<file path="src/rtl/inst_fetch_unit_if.sv">
// Fetch-unit bus bundle: PC-generator input, imem req/gnt/rvalid port and decode-side queue head.
// FETCH_MISALIGN_CHK_EN adds the inst_misalign_o flag alongside the queue head.
interface inst_fetch_unit_if #(
  parameter int ADDR_W = 32,
  parameter int DATA_W = 32
);
  logic [ADDR_W-1:0] pc_i;
  logic              pc_valid_i;
  logic              pc_ready_o;
  logic              flush_i;
  logic              imem_req_o;
  logic [ADDR_W-1:0] imem_addr_o;
  logic              imem_gnt_i;
  logic              imem_rvalid_i;
  logic [DATA_W-1:0] imem_rdata_i;
  logic [DATA_W-1:0] inst_o;
  logic [ADDR_W-1:0] inst_pc_o;
  logic              inst_valid_o;
  logic              inst_ready_i;
`ifdef FETCH_MISALIGN_CHK_EN
  logic              inst_misalign_o;
`endif

  // The fetch unit is the imem master and drives the queue-head outputs.
  modport master (
`ifdef FETCH_MISALIGN_CHK_EN
    output inst_misalign_o,
`endif
    input  pc_i, pc_valid_i, flush_i, imem_gnt_i, imem_rvalid_i, imem_rdata_i, inst_ready_i,
    output pc_ready_o, imem_req_o, imem_addr_o, inst_o, inst_pc_o, inst_valid_o
  );

  modport slave (
`ifdef FETCH_MISALIGN_CHK_EN
    input  inst_misalign_o,
`endif
    output pc_i, pc_valid_i, flush_i, imem_gnt_i, imem_rvalid_i, imem_rdata_i, inst_ready_i,
    input  pc_ready_o, imem_req_o, imem_addr_o, inst_o, inst_pc_o, inst_valid_o
  );
endinterface

</file>
<file path="src/rtl/inst_fetch_unit.sv">
// Instruction fetch unit: issues PCs to imem, tracks outstanding requests, queues responses for decode.
// Optional FETCH_MISALIGN_CHK_EN: misaligned PCs bypass memory and enqueue a flagged bubble.
module inst_fetch_unit #(
  parameter int ADDR_W  = 32,
  parameter int DATA_W  = 32,
  parameter int MAX_OUT = 2,
  parameter int QDEPTH  = 4
) (
  input logic clk_i,
  input logic rst_i,
  inst_fetch_unit_if.master bus
);

  localparam int OW  = $clog2(MAX_OUT + 1);
  localparam int QCW = $clog2(QDEPTH + 1);
  localparam int PPW = (MAX_OUT > 1) ? $clog2(MAX_OUT) : 1;
  localparam int QPW = $clog2(QDEPTH);
  localparam logic [31:0] MAX_OUT_U = 32'(MAX_OUT);
  localparam logic [31:0] QDEPTH_U  = 32'(QDEPTH);

  typedef enum logic {RUN = 1'b0, DRAIN = 1'b1} state_t;

  state_t            state, stateNext;
  logic [OW-1:0]     outstanding, kill, killNext, live;
  logic [QCW-1:0]    qCount;
  logic [ADDR_W-1:0] pendPc [MAX_OUT];
  logic [PPW-1:0]    pendWr, pendRd;
  logic [DATA_W-1:0] qData [QDEPTH];
  logic [ADDR_W-1:0] qPc [QDEPTH];
  logic [QPW-1:0]    qHead, qTail;
  logic              credit, grant, rspValid, rspKeep, qPush, qPop, misPush;
  logic [DATA_W-1:0] pushData;
  logic [ADDR_W-1:0] pushPc;

  // Credit reserves a queue slot for every response that will be kept.
  assign live   = outstanding - kill;
  assign credit = (32'(outstanding) < MAX_OUT_U) && ((32'(live) + 32'(qCount)) < QDEPTH_U);

`ifdef FETCH_MISALIGN_CHK_EN
  logic qMis [QDEPTH];
  logic misalign;

  assign misalign            = bus.pc_i[1:0] != 2'b00;
  assign bus.imem_req_o      = bus.pc_valid_i && credit && !bus.flush_i && !misalign;
  assign misPush             = bus.pc_valid_i && misalign && credit && !bus.flush_i && (live == '0);
  assign bus.pc_ready_o      = (bus.imem_req_o && bus.imem_gnt_i) || misPush;
  assign bus.inst_misalign_o = qMis[qHead];
`else
  assign bus.imem_req_o = bus.pc_valid_i && credit && !bus.flush_i;
  assign misPush        = 1'b0;
  assign bus.pc_ready_o = bus.imem_req_o && bus.imem_gnt_i;
`endif

  assign bus.imem_addr_o  = bus.pc_i;
  assign grant            = bus.imem_req_o && bus.imem_gnt_i;
  assign rspValid         = bus.imem_rvalid_i && (outstanding != '0);
  assign rspKeep          = rspValid && (kill == '0) && !bus.flush_i;
  assign bus.inst_valid_o = (qCount != '0) && !bus.flush_i;
  assign qPop             = bus.inst_valid_o && bus.inst_ready_i;
  assign qPush            = rspKeep || misPush;
  assign pushData         = misPush ? '0 : bus.imem_rdata_i;
  assign pushPc           = misPush ? bus.pc_i : pendPc[pendRd];
  assign bus.inst_o       = qData[qHead];
  assign bus.inst_pc_o    = qPc[qHead];

  always_comb begin
    killNext  = kill;
    stateNext = state;
    if (bus.flush_i) begin
      killNext = outstanding - OW'(rspValid);
    end else if (rspValid && (kill != '0)) begin
      killNext = kill - OW'(1);
    end
    case (state)
      RUN:     if (killNext != '0) stateNext = DRAIN;
      DRAIN:   if (killNext == '0) stateNext = RUN;
      default: stateNext = RUN;
    endcase
  end

  always_ff @(posedge clk_i) begin
    if (rst_i) begin
      state       <= RUN;
      kill        <= '0;
      outstanding <= '0;
      pendWr      <= '0;
      pendRd      <= '0;
      qHead       <= '0;
      qTail       <= '0;
      qCount      <= '0;
      for (int i = 0; i < MAX_OUT; i++) pendPc[i] <= '0;
      for (int i = 0; i < QDEPTH; i++) begin
        qData[i] <= '0;
        qPc[i]   <= '0;
`ifdef FETCH_MISALIGN_CHK_EN
        qMis[i]  <= 1'b0;
`endif
      end
    end else begin
      state       <= stateNext;
      kill        <= killNext;
      outstanding <= outstanding + OW'(grant) - OW'(rspValid);
      if (grant) begin
        pendPc[pendWr] <= bus.pc_i;
        pendWr         <= (pendWr == PPW'(MAX_OUT - 1)) ? '0 : pendWr + PPW'(1);
      end
      if (rspValid) begin
        pendRd <= (pendRd == PPW'(MAX_OUT - 1)) ? '0 : pendRd + PPW'(1);
      end
      // A flush empties the queue; same-cycle pushes and pops are already suppressed.
      if (bus.flush_i) begin
        qHead  <= '0;
        qTail  <= '0;
        qCount <= '0;
      end else begin
        if (qPush) begin
          qData[qTail] <= pushData;
          qPc[qTail]   <= pushPc;
`ifdef FETCH_MISALIGN_CHK_EN
          qMis[qTail]  <= misPush;
`endif
          qTail        <= qTail + QPW'(1);
        end
        if (qPop) qHead <= qHead + QPW'(1);
        qCount <= qCount + QCW'(qPush) - QCW'(qPop);
      end
    end
  end

  rspWithoutReq: assert property (@(posedge clk_i) disable iff (rst_i)
    !(bus.imem_rvalid_i && (outstanding == '0)));

endmodule

</file>
<file path="src/flat_wrapper.sv">
// flat-port wrapper written by rule: the top's interface ports become plain ports
module inst_fetch_unit_flat 
#(
  parameter int ADDR_W  = 32,
  parameter int DATA_W  = 32,
  parameter int MAX_OUT = 2,
  parameter int QDEPTH  = 4
)
  (clk_i, rst_i, bus_pc_i, bus_pc_valid_i, bus_flush_i, bus_imem_gnt_i, bus_imem_rvalid_i, bus_imem_rdata_i, bus_inst_ready_i, bus_pc_ready_o, bus_imem_req_o, bus_imem_addr_o, bus_inst_o, bus_inst_pc_o, bus_inst_valid_o);
  inst_fetch_unit_if #(.ADDR_W(ADDR_W), .DATA_W(DATA_W)) bus_i ();
  input logic clk_i;
  input logic rst_i;
  input wire logic [$bits(bus_i.pc_i)-1:0] bus_pc_i;
  input wire logic [$bits(bus_i.pc_valid_i)-1:0] bus_pc_valid_i;
  input wire logic [$bits(bus_i.flush_i)-1:0] bus_flush_i;
  input wire logic [$bits(bus_i.imem_gnt_i)-1:0] bus_imem_gnt_i;
  input wire logic [$bits(bus_i.imem_rvalid_i)-1:0] bus_imem_rvalid_i;
  input wire logic [$bits(bus_i.imem_rdata_i)-1:0] bus_imem_rdata_i;
  input wire logic [$bits(bus_i.inst_ready_i)-1:0] bus_inst_ready_i;
  output wire logic [$bits(bus_i.pc_ready_o)-1:0] bus_pc_ready_o;
  output wire logic [$bits(bus_i.imem_req_o)-1:0] bus_imem_req_o;
  output wire logic [$bits(bus_i.imem_addr_o)-1:0] bus_imem_addr_o;
  output wire logic [$bits(bus_i.inst_o)-1:0] bus_inst_o;
  output wire logic [$bits(bus_i.inst_pc_o)-1:0] bus_inst_pc_o;
  output wire logic [$bits(bus_i.inst_valid_o)-1:0] bus_inst_valid_o;
  assign bus_i.pc_i = bus_pc_i;
  assign bus_i.pc_valid_i = bus_pc_valid_i;
  assign bus_i.flush_i = bus_flush_i;
  assign bus_i.imem_gnt_i = bus_imem_gnt_i;
  assign bus_i.imem_rvalid_i = bus_imem_rvalid_i;
  assign bus_i.imem_rdata_i = bus_imem_rdata_i;
  assign bus_i.inst_ready_i = bus_inst_ready_i;
  assign bus_pc_ready_o = bus_i.pc_ready_o;
  assign bus_imem_req_o = bus_i.imem_req_o;
  assign bus_imem_addr_o = bus_i.imem_addr_o;
  assign bus_inst_o = bus_i.inst_o;
  assign bus_inst_pc_o = bus_i.inst_pc_o;
  assign bus_inst_valid_o = bus_i.inst_valid_o;
  inst_fetch_unit #(.ADDR_W(ADDR_W), .DATA_W(DATA_W), .MAX_OUT(MAX_OUT), .QDEPTH(QDEPTH)) u_core (.clk_i(clk_i), .rst_i(rst_i), .bus(bus_i));
endmodule
</file>
<file path="config.mk">
export PLATFORM = sky130hd
export DESIGN_NAME = inst_fetch_unit_flat
export DESIGN_NICKNAME = d
export VERILOG_FILES = /design/src/rtl/inst_fetch_unit_if.sv /design/src/rtl/inst_fetch_unit.sv /design/src/flat_wrapper.sv
export SDC_FILE = /design/constraint.sdc
export NUM_CORES = 1
export LEC_CHECK = 0
export BUFFER_PORTS_ARGS = -buffer_cell sky130_fd_sc_hd__buf_2
export CAP_MARGIN = 20
export CORE_MARGIN = 3
export CORE_UTILIZATION = 45
export CTS_BUF_LIST = sky130_fd_sc_hd__clkbuf_4
export CTS_CLUSTER_DIAMETER = 60
export DETAILED_ROUTE_END_ITERATION = 8
export PLACE_DENSITY = 0.78
export SLEW_MARGIN = 20
export SYNTH_ARGS = -nofsm -noshare
export SYNTH_HDL_FRONTEND = slang
export SYNTH_SLANG_ARGS = --single-unit
</file>
<file path="constraint.sdc">
create_clock -name clk_i -period 3.2 [get_ports clk_i]
set_clock_uncertainty 0.1 [all_clocks]
set_input_delay 0.48 -clock clk_i [delete_from_list [all_inputs] [get_ports clk_i]]
set_output_delay 0.48 -clock clk_i [all_outputs]
set_load 0.1 [all_outputs]
</file>
=== Yosys cells after proc, flatten, opt, wreduce, memory -nomap -nowiden ===
Memories as Yosys holds them, arrays and structs flattened. A register that Yosys moved wholly into a read port is not among the register bits.
Index checks and enable logic that the tools add are counted.

* Register bits: 13
* Bits in writable memories: 320
* Input bits: 71
* Output and inout port bits: 99
* Memories: 3

* Add/sub/neg operators: 12
* Magnitude comparators: 2
* Muxes and demuxes: 28
* Reduce and logical (&&, ||, !) cells: 20

{| class="wikitable"
|+ Memory list
! memory !! depth !! width !! rd ports !! clocked after memory_dff !! wr ports !! line !! text
|-
| u_core.qData || 4 || 32 || 1 || 1 || 4 || inst_fetch_unit.sv:28 || <nowiki>logic [DATA_W-1:0] qData [QDEPTH];</nowiki>
|-
| u_core.qPc || 4 || 32 || 1 || 1 || 4 || inst_fetch_unit.sv:29 || <nowiki>logic [ADDR_W-1:0] qPc [QDEPTH];</nowiki>
|-
| u_core.pendPc || 2 || 32 || 1 || 1 || 2 || inst_fetch_unit.sv:26 || <nowiki>logic [ADDR_W-1:0] pendPc [MAX_OUT];</nowiki>
|}

{| class="wikitable"
|+ Operators with widths
! cell !! number
|-
| $mux W32 || 3
|-
| $reduce_or A32 Y1 || 3
|-
| $lt A32 B3 Y1 const B || 1
|-
| $mux W1 || 17
|-
| $mux W2 || 8
|-
| $logic_and A1 B1 Y1 || 10
|-
| $reduce_bool A2 Y1 || 3
|-
| $add A2 B1 Y2 const B || 2
|-
| $add A2 B3 Y4 || 1
|-
| $sub A2 B1 Y2 || 2
|-
| $add A3 B1 Y3 || 1
|-
| $reduce_bool A3 Y1 || 1
|-
| $sub A3 B1 Y3 || 1
|-
| $add A1 B1 Y1 const B || 2
|-
| $add A2 B1 Y2 || 1
|-
| $logic_not A2 Y1 || 1
|-
| $lt A2 B2 Y1 const B || 1
|-
| $reduce_or A2 Y1 || 1
|-
| $sub A2 B1 Y2 const B || 1
|-
| $sub A2 B2 Y2 || 1
|-
| $logic_not A1 Y1 || 1
|}

=== Longest topological paths before layout ===
Gate-level depths: netlist of run 1.

* Depth after elaboration: 12
* Mapped depth: 14

=== Least setup slack after synthesis of run 1 ===
OpenSTA, ideal clock, no wires.

* Kind: reg2reg
* Start point: register u_core.outstanding[0]
* End point: register u_core.outstanding[1]
* Library setup time: 0.078 ns
* Arrival time: 4.376 ns
* Data required time: 3.022 ns
* Path slack: -1.354 ns
* Cell stages (with the launch flop): 15
* Buffers on the path: 0
* Clock period less this slack: 4.554 ns
* Path through: dfxtp_1 inv_1 ha_1 xnor2_1 xnor2_1 ha_1 or4b_4 nor4b_2 inv_1 ha_1 inv_1 ha_1 xor2_1 and2_1 nor3_1

* Longest elaborated chain between the ends: 9
* Elaborated cells on any way between the ends: 12
* Those cells by class: add/sub (4); order compare (2); reduce/logical (6)

{| class="wikitable"
|+ Ends and longest elaborated chain
! what !! line !! text
|-
| from (decl) || inst_fetch_unit.sv:24 || <nowiki>logic [OW-1:0] outstanding, kill, killNext, live;</nowiki>
|-
| from (signal assigned) || inst_fetch_unit.sv:102 || <nowiki>outstanding <= outstanding + OW'(grant) - OW'(rspValid);</nowiki>
|-
| $sub A2 B2 Y2 || inst_fetch_unit.sv:36 || <nowiki>assign live = outstanding - kill;</nowiki>
|-
| $add A2 B3 Y4 || inst_fetch_unit.sv:37 || <nowiki>assign credit = (32'(outstanding) < MAX_OUT_U) && ((32'(live) + 32'(qCount)) < QDEPTH_U);</nowiki>
|-
| $lt A32 B3 Y1 || inst_fetch_unit.sv:37 ||
|-
| $logic_and A1 B1 Y1 * || inst_fetch_unit.sv:37 ||
|-
| $logic_and A1 B1 Y1 * (2 in a row) || inst_fetch_unit.sv:49 || <nowiki>assign bus.imem_req_o = bus.pc_valid_i && credit && !bus.flush_i;</nowiki>
|-
| $logic_and A1 B1 Y1 * || n/a ||
|-
| net bus_pc_ready_o || flat_wrapper.sv:20 || <nowiki>output wire logic [$bits(bus_i.pc_ready_o)-1:0] bus_pc_ready_o;</nowiki>
|-
| $add A2 B1 Y2 * || inst_fetch_unit.sv:102 ||
|-
| $sub A2 B1 Y2 * || inst_fetch_unit.sv:102 ||
|}

Mark *: on every way through the listed nets, which the timed path passes. The rest lies on a longest branch.
A chain may end at the register's enable or synchronous reset.

=== Worst setup path after layout of run 1 ===
* Start point: register u_core.outstanding[0]
* End point: output bus_pc_ready_o

* Longest elaborated chain between the ends: 7
* Elaborated cells on any way between the ends: 8
* Those cells by class: add/sub (2); order compare (2); reduce/logical (4)

{| class="wikitable"
|+ Ends and longest elaborated chain
! what !! line !! text
|-
| $sub A2 B2 Y2 || inst_fetch_unit.sv:36 ||
|-
| $add A2 B3 Y4 || inst_fetch_unit.sv:37 ||
|-
| $lt A32 B3 Y1 || inst_fetch_unit.sv:37 ||
|-
| $logic_and A1 B1 Y1 * || inst_fetch_unit.sv:37 ||
|-
| $logic_and A1 B1 Y1 * (2 in a row) || inst_fetch_unit.sv:49 ||
|-
| $logic_and A1 B1 Y1 * || inst_fetch_unit.sv:51 || <nowiki>assign bus.pc_ready_o = bus.imem_req_o && bus.imem_gnt_i;</nowiki>
|-
| to (decl) || flat_wrapper.sv:20 ||
|}

Every way passes the cells marked *; elsewhere a longest branch is shown, timed or not.

==> results by group, run 1 <==
Floorplan
  • Core Region: 0.0318 mm^2
  • Core Rows: 65
  • Die width: 186 um
  • Die area: 0.0347 mm^2
  • Die H: 186 um
  • Initial Utilization: 45.9%
  • I/O pins: 170

STA
  • Unrepaired setup endpoints after global routing: yes
  • Hold slack: 0.0573 ns
  • Final worst setup slack: -0.131 ns
  • Fin crit period: 3.33 ns
  • FMAX: 300 MHz
  • Worst-Margin Slew: 0.594 ns
  • Fin crit share: 104%
  • Post-route setup TNS: -0.231 ns
  • Rel. slew slack: 59.2%
  • Final Setup Violations: 2
  • Final Hold Fails: 0
  • Pins Over Slew Limit: 0

Route
  • Vias: 8,733
  • DRT Pass-1 Iters: 7
  • DR vias/cell: 5.13
  • Drt total wl: 31.0 mm
  • Number of DRC markers in iteration 0: 618
  • DRC viols: 0
  • Number of routed nets with antenna violations: 0
  • WL/cell: 18.2 um

Yosys
  • Mapped Cells: 971
  • Register area share after synthesis: 68.0%
  • Mean post-synth cell area: 15.0 um^2
  • Largest cells by area after synthesis: edfxtp_1 (66%), mux4_2 (9.9%), nor2_1 (5.2%), and2_1 (4.3%), mux2i_1 (2.4%)
  • Synth top area share: 65.8%
  • #FFs+latches synth: 336
  • Netlist cell types: 38
  • Fraction of registers with async set/reset: 0%
  • Synth area leader: edfxtp_1
  • Synth warn: 0
  • Most common flop cell mapped by yosys: edfxtp_1
  • Syn Nets: 1,051
  • Number of enable flip-flop cells after synthesis: 320
  • Post-synthesis cell area: 0.0146 mm^2

GRT
  • Overflow after GRT: 0
  • Grt met3 use: 3.91%
  • Initial antenna violation count: 1
  • Most Crowded Layer GR: met2
  • M1 GR Usage: 22.6%
  • Largest net degree at the start of global routing: 42
  • Number of global-route vias before repair: 9,200
  • GRT Total Usage: 18.2%
  • GRT met2 Usage: 30.8%
  • First-pass GRT wire length: 48.3 mm

Layout
  • Finished Cell Area: 0.0175 mm^2
  • Area grow syn2layout: 19.7%
  • Post-Layout Cell Count: 1,701
  • Final net count: 1,290
  • Multi-input logic area: 0.00419 mm^2
  • Layout fillers: 2,522
  • Reg area: 0.00994 mm^2
  • Share of cells above drive strength 1: 33.3%

Placed design
  • GPL Wtd Cong: 0.767
  • Port bufs: 169
  • Final HPWL DP: 18.7 mm
  • Post-placement cell count: 1,509
  • Placed Area: 0.0159 mm^2

Clocking
  • CTS root buffer: clkbuf_4
  • CTS tree: built
  • Clk Latency, worst-skew pair: 0.68 ns
  • Reg clk slew, reported paths: 0.06 ns
  • CTS buffer count: 85
  • Clock Path Buffers: 3
  • Htree depth: 3
  • Clk sink count: 336

Worst setup path
  • Worst setup SP type: flip-flop
  • Worst-path maximum fanout: 3
  • Worst path required time: 2.62 ns
  • CP Class: reg2out
  • CP endpoint kind: output pin
  • Arrival @ worst endpoint: 2.75 ns

Power and ir drop
  • PD cells: 607 mW/mm^2
  • Peak VDD IR: 0.324 mV
  • Leak pwr: 6.72 nW

Outcome
  • Outcome: complete, but fails checks
  • Failing checks: setup timing

Min path
  • Hold/Removal Path Class: in2reg

Job
  • Max Cap Viol: 0
[layer usage]
layer  part of all wire, %  vias up  wire (um)
li1                      -     4024          -
met4                   2.8        0        854
met3                   7.6       53       2360
met1                    39     4280      12000
met2                    51      376      15800
met5                     0        -          0
[kinds of logic after synthesis]
family / after synthesis / share of synthesized area, %
xor gates and xnor gates: 7 / 0.420
muxes: 100 / 12.3
buffers and inverters: 104 / 4.01
DFF: 336 / 68.0
AOI/OAI and AO/OA: 12 / 0.548
adders and majority gates: 9 / 0.822
and+or+nand+nor: 403 / 13.9
[through the flow]
stage               util, %  total power, W  setup WS (ns)
detailed placement     50.0         0.00708          0.252
finish                 55.0          0.0106         -0.131
CTS                    54.9          0.0107         -0.210
global route           55.0          0.0111         -0.271
global placement       50.0         0.00704          0.275
floorplan                 -         0.00667         -0.562
[power breakdown]
part	total (W)	switching [W]	leakage (nW)	internal (W)
clock network	0.00354	0.00165	0.620	0.00189
logic	0.00186	0.00134	2.65	0.000528
registers	0.00520	0.000129	3.44	0.00507
[what timing repair did]
action                                  CTS  global route
gates resized for setup                   7             2
endpoints found under the hold margin   113             0
setup buffers                             3             2
hold buffers                             44             0
pin swaps                                 1             1
endpoints found under the setup margin    9             2
[worst max-delay path, cell delays in order, from the launching register on]
cell     delay (ns)
dfxtp_2        0.33
inv_2          0.05
ha_4           0.15
xnor2_2        0.12
xnor2_1        0.14
ha_2           0.17
or4b_4         0.52
nor4b_4        0.31
buf_6          0.28
[final cells by class]
type | count | area share (%)
antenna | 1 | 0.0143
inverter | 10 | 0.215
sequential | 336 | 56.9
clock buffer | 120 | 5.16
clock inverter | 22 | 0.916
tap | 435 | 3.11
multi-input combinational | 531 | 23.9
timing repair buffer | 246 | 9.75
[layout by cell type (no fill, tap or decap), types with 3 or more instances in the layout]
cell type	n
edfxtp_1	320
nor2_1	201
buf_2	167
clkbuf_4	120
and2_1	100
mux4_2	64
dlygate4sd3_1	44
and3_1	36
mux2i_1	35
nand2b_1	34
buf_4	20
clkinv_1	12
buf_12	12
dfxtp_1	11
inv_1	9
ha_1	6
nand2_1	5
nor2b_1	5
o21ai_0	4
nor3_1	3
xnor2_1	3
xor2_1	3
dfxtp_2	3
clkinvlp_4	3
clkinv_2	3
[final timing paths]
kind,start,endpoint,slack [ns],cells past startpoint
min reg2reg,u_core.qHead[1],flip-flop,0.38,2
min,bus_pc_i[11],u_core.pendPc[1][11],0.06,3
max,u_core.outstanding[0],bus_pc_ready_o,-0.13,8
max reg2reg,u_core.outstanding[0],u_core.pendPc[0][16],0.14,11
[flip-flops by register name, indices dropped and copies added (netlist names), named ones only]
name / flops
u_core.qHead: 2
u_core.pendWr: 1
u_core.qTail: 2
u_core.qPc: 128
u_core.kill: 2
u_core.qCount: 3
u_core.pendPc: 64
u_core.pendRd: 1
u_core.qData: 128
u_core.outstanding: 2
[synthesized netlist by cell type, drive strengths merged, types with 5 or more instances]
cell type	n
edfxtp	320
buf	51
clkbuf	43
nand2	5
nor2b	5
nand2b	38
and2	100
dfxtp	16
mux2i	35
and3	36
ha	8
nor2	202
mux4	64
inv	10
Note: power is estimated with default switching activity, not from simulation.
==> run 2, diff against run 1 <==
Settings changed: MAX_ROUTING_LAYER set to met4.
==> run 2 against run 1 <==
Effect of this change:
- the run still ends with setup timing left
- sequential cell count unchanged
- sequential share of layout area did not move
- die area unchanged
- setup slack gained 0.0034 ns
- hold slack improved by 0.0035 ns
- critical path depth did not move
- highest routed layer unchanged
==> results by group, run 2 (synthesis gave the netlist of run 1 again) <==
Outcome
  • Outcome: complete, but fails checks
  • Failing checks: setup timing

Route
  • DRT Pass-1 Iters: 5 (-2)
  • Vias: 8,691 (-0.48%)
  • WL/cell: 18.2 um (-0.10%)
  • DRC viols: 0 (unchanged)
  • Number of routed nets with antenna violations: 0 (unchanged)
  • Number of DRC markers in iteration 0: 700 (+13%)
  • Drt total wl: 31.0 mm (-0.10%)
  • DR vias/cell: 5.11 (-0.48%)

Clocking
  • Reg clk slew, reported paths: 0.06 ns (about the same)
  • Htree depth: 3 (unchanged)
  • CTS buffer count: 85 (unchanged)
  • CTS root buffer: clkbuf_4
  • CTS tree: built
  • Clock Path Buffers: 3 (unchanged)
  • Clk Latency, worst-skew pair: 0.68 ns (about the same)
  • Clk sink count: 336 (unchanged)

Placed design
  • Pre-CTS setup slack: 0.252 ns (unchanged)
  • Final HPWL DP: 18.7 mm (unchanged)
  • GPL Wtd Cong: 0.778 (+1.3%)
  • Placed Area: 0.0159 mm^2 (unchanged)
  • Port bufs: 169 (unchanged)
  • Post-placement cell count: 1,509 (unchanged)

Layout
  • Largest regs: u_core.qData: 128 flops, u_core.qPc: 128 flops, u_core.pendPc: 64 flops
  • Final net count: 1,290 (unchanged)
  • Commonest non-fill, non-tap cell in the layout: edfxtp_1
  • Area grow syn2layout: 19.7% (unchanged)
  • Share of cells above drive strength 1: 33.3% (unchanged)
  • Most frequent cells in the layout: edfxtp_1 (320), nor2_1 (201), buf_2 (167)
  • Post-Layout Cell Count: 1,701 (unchanged)
  • Finished Cell Area: 0.0175 mm^2 (unchanged)

Floorplan
  • Core Rows: 65 (unchanged)
  • Die width: 186 um (unchanged)
  • Die H: 186 um (unchanged)
  • Initial Utilization: 45.9% (unchanged)
  • Core Region: 0.0318 mm^2 (unchanged)
  • I/O pins: 170 (unchanged)
  • Die area: 0.0347 mm^2 (unchanged)

Worst setup path
  • Crit path launch: u_core.outstanding[0]
  • Reg2Reg Setup Slack: 0.14 ns (about the same)
  • CP endpoint kind: output pin
  • Worst reg2reg startpoint: u_core.outstanding[0]
  • Arrival @ worst endpoint: 2.75 ns (about the same)
  • CP Class: reg2out
  • Worst-path maximum fanout: 3 (unchanged)
  • Worst setup SP type: flip-flop
  • Worst path required time: 2.62 ns (about the same)

Power and ir drop
  • Leak pwr: 6.72 nW (unchanged)
  • Peak VDD IR: 0.324 mV (-0.14%)
  • Power, Total: 0.0106 W (about the same)
  • PD cells: 607 mW/mm^2 (about the same)

Job
  • Max Cap Viol: 0 (unchanged)

GRT
  • Largest net degree at the start of global routing: 42 (unchanged)
  • Number of global-route vias before repair: 9,211 (+0.12%)
  • Overflow after GRT: 0 (unchanged)
  • First-pass GRT wire length: 48.2 mm (-0.16%)
  • Initial antenna violation count: 1 (unchanged)
  • GRT Total Usage: 18.7% (+0.56 points)

STA
  • Fin crit share: 104% (-0.11 points)
  • Worst-Margin Slew: 0.590 ns (-0.00477 ns)
  • Final Setup Violations: 2 (unchanged)
  • Rel. slew slack: 59.6% (+0.33 points)
  • Final worst setup slack: -0.128 ns (+0.00341 ns)
  • Pins Over Slew Limit: 0 (unchanged)
  • Unrepaired setup endpoints after global routing: yes
  • Fin crit period: 3.33 ns (-0.00341 ns)
  • Final Hold Fails: 0 (unchanged)
  • FMAX: 300 MHz (+0.10%)

Min path
  • Beginning of the worst hold path: bus_pc_i[11]
  • Hold/Removal Path Class: in2reg
## run 2: cell counts in the layout (fill, tap and decap cells not counted)
Identical to the previous run, type by type.
## run 2: layer usage
layer,vias up,global-route usage [%],routed length (um)
met5,-,-,0
met4,0,8.34,826
met3,50,3.89,2210
met2,357,30.9,15800
met1,4262,22.4,12100
li1,4022,-,-
## run 2: path summary, 6_finish.rpt
kind	end	depth (start not counted)
setup / recovery	bus_pc_ready_o	8
hold / removal	u_core.pendPc[1][11]	3
setup reg to reg	u_core.pendPc[0][15]	11
hold reg to reg	flip-flop	2
## run 2: critical path, cell delays in order (launching register included)
cell and delay (ns):
dfxtp_2 0.33, inv_2 0.05, ha_4 0.15, xnor2_2 0.12, xnor2_1 0.14, ha_2 0.17
or4b_4 0.52, nor4b_4 0.31, buf_6 0.28
## run 2: timing repair
action | in CTS | in global routing
gates resized for setup | 7 | 2
hold buffers | 44 | 0
setup buffers | 3 | 2
hold endpoints to repair | 113 | 0
endpoints found under the setup margin | 9 | 2
pin swaps | 1 | 1
## run 2: through the flow
step	TNS (ns)	utilization, %	hold WS [ns]
2_1_floorplan	-1.04	-	0.348
3_3_place_gp	0	50.0	0.371
3_5_place_dp	0	50.0	0.379
4_1_cts	-0.356	54.9	0.000188
5_1_grt	-0.512	55.0	0.0239
6_report	-0.226	55.0	0.0607
## run 2: cell type report
class                           instances  area (um^2)
Fill cell                            2522        14300
Sequential cell                       336         9940
Multi-Input combinational cell        531         4190
Timing Repair Buffer                  246         1700
Clock buffer                          120          901
Tap cell                              435          544
Clock inverter                         22          160
Inverter                               10         37.5
Antenna cell                            1         2.50
## run 2: power by group
group / total (W) / internal [W] / switching, W
clock: 0.00354 / 0.00189 / 0.00165
sequential: 0.00520 / 0.00507 / 0.000128
combinational: 0.00186 / 0.000529 / 0.00134
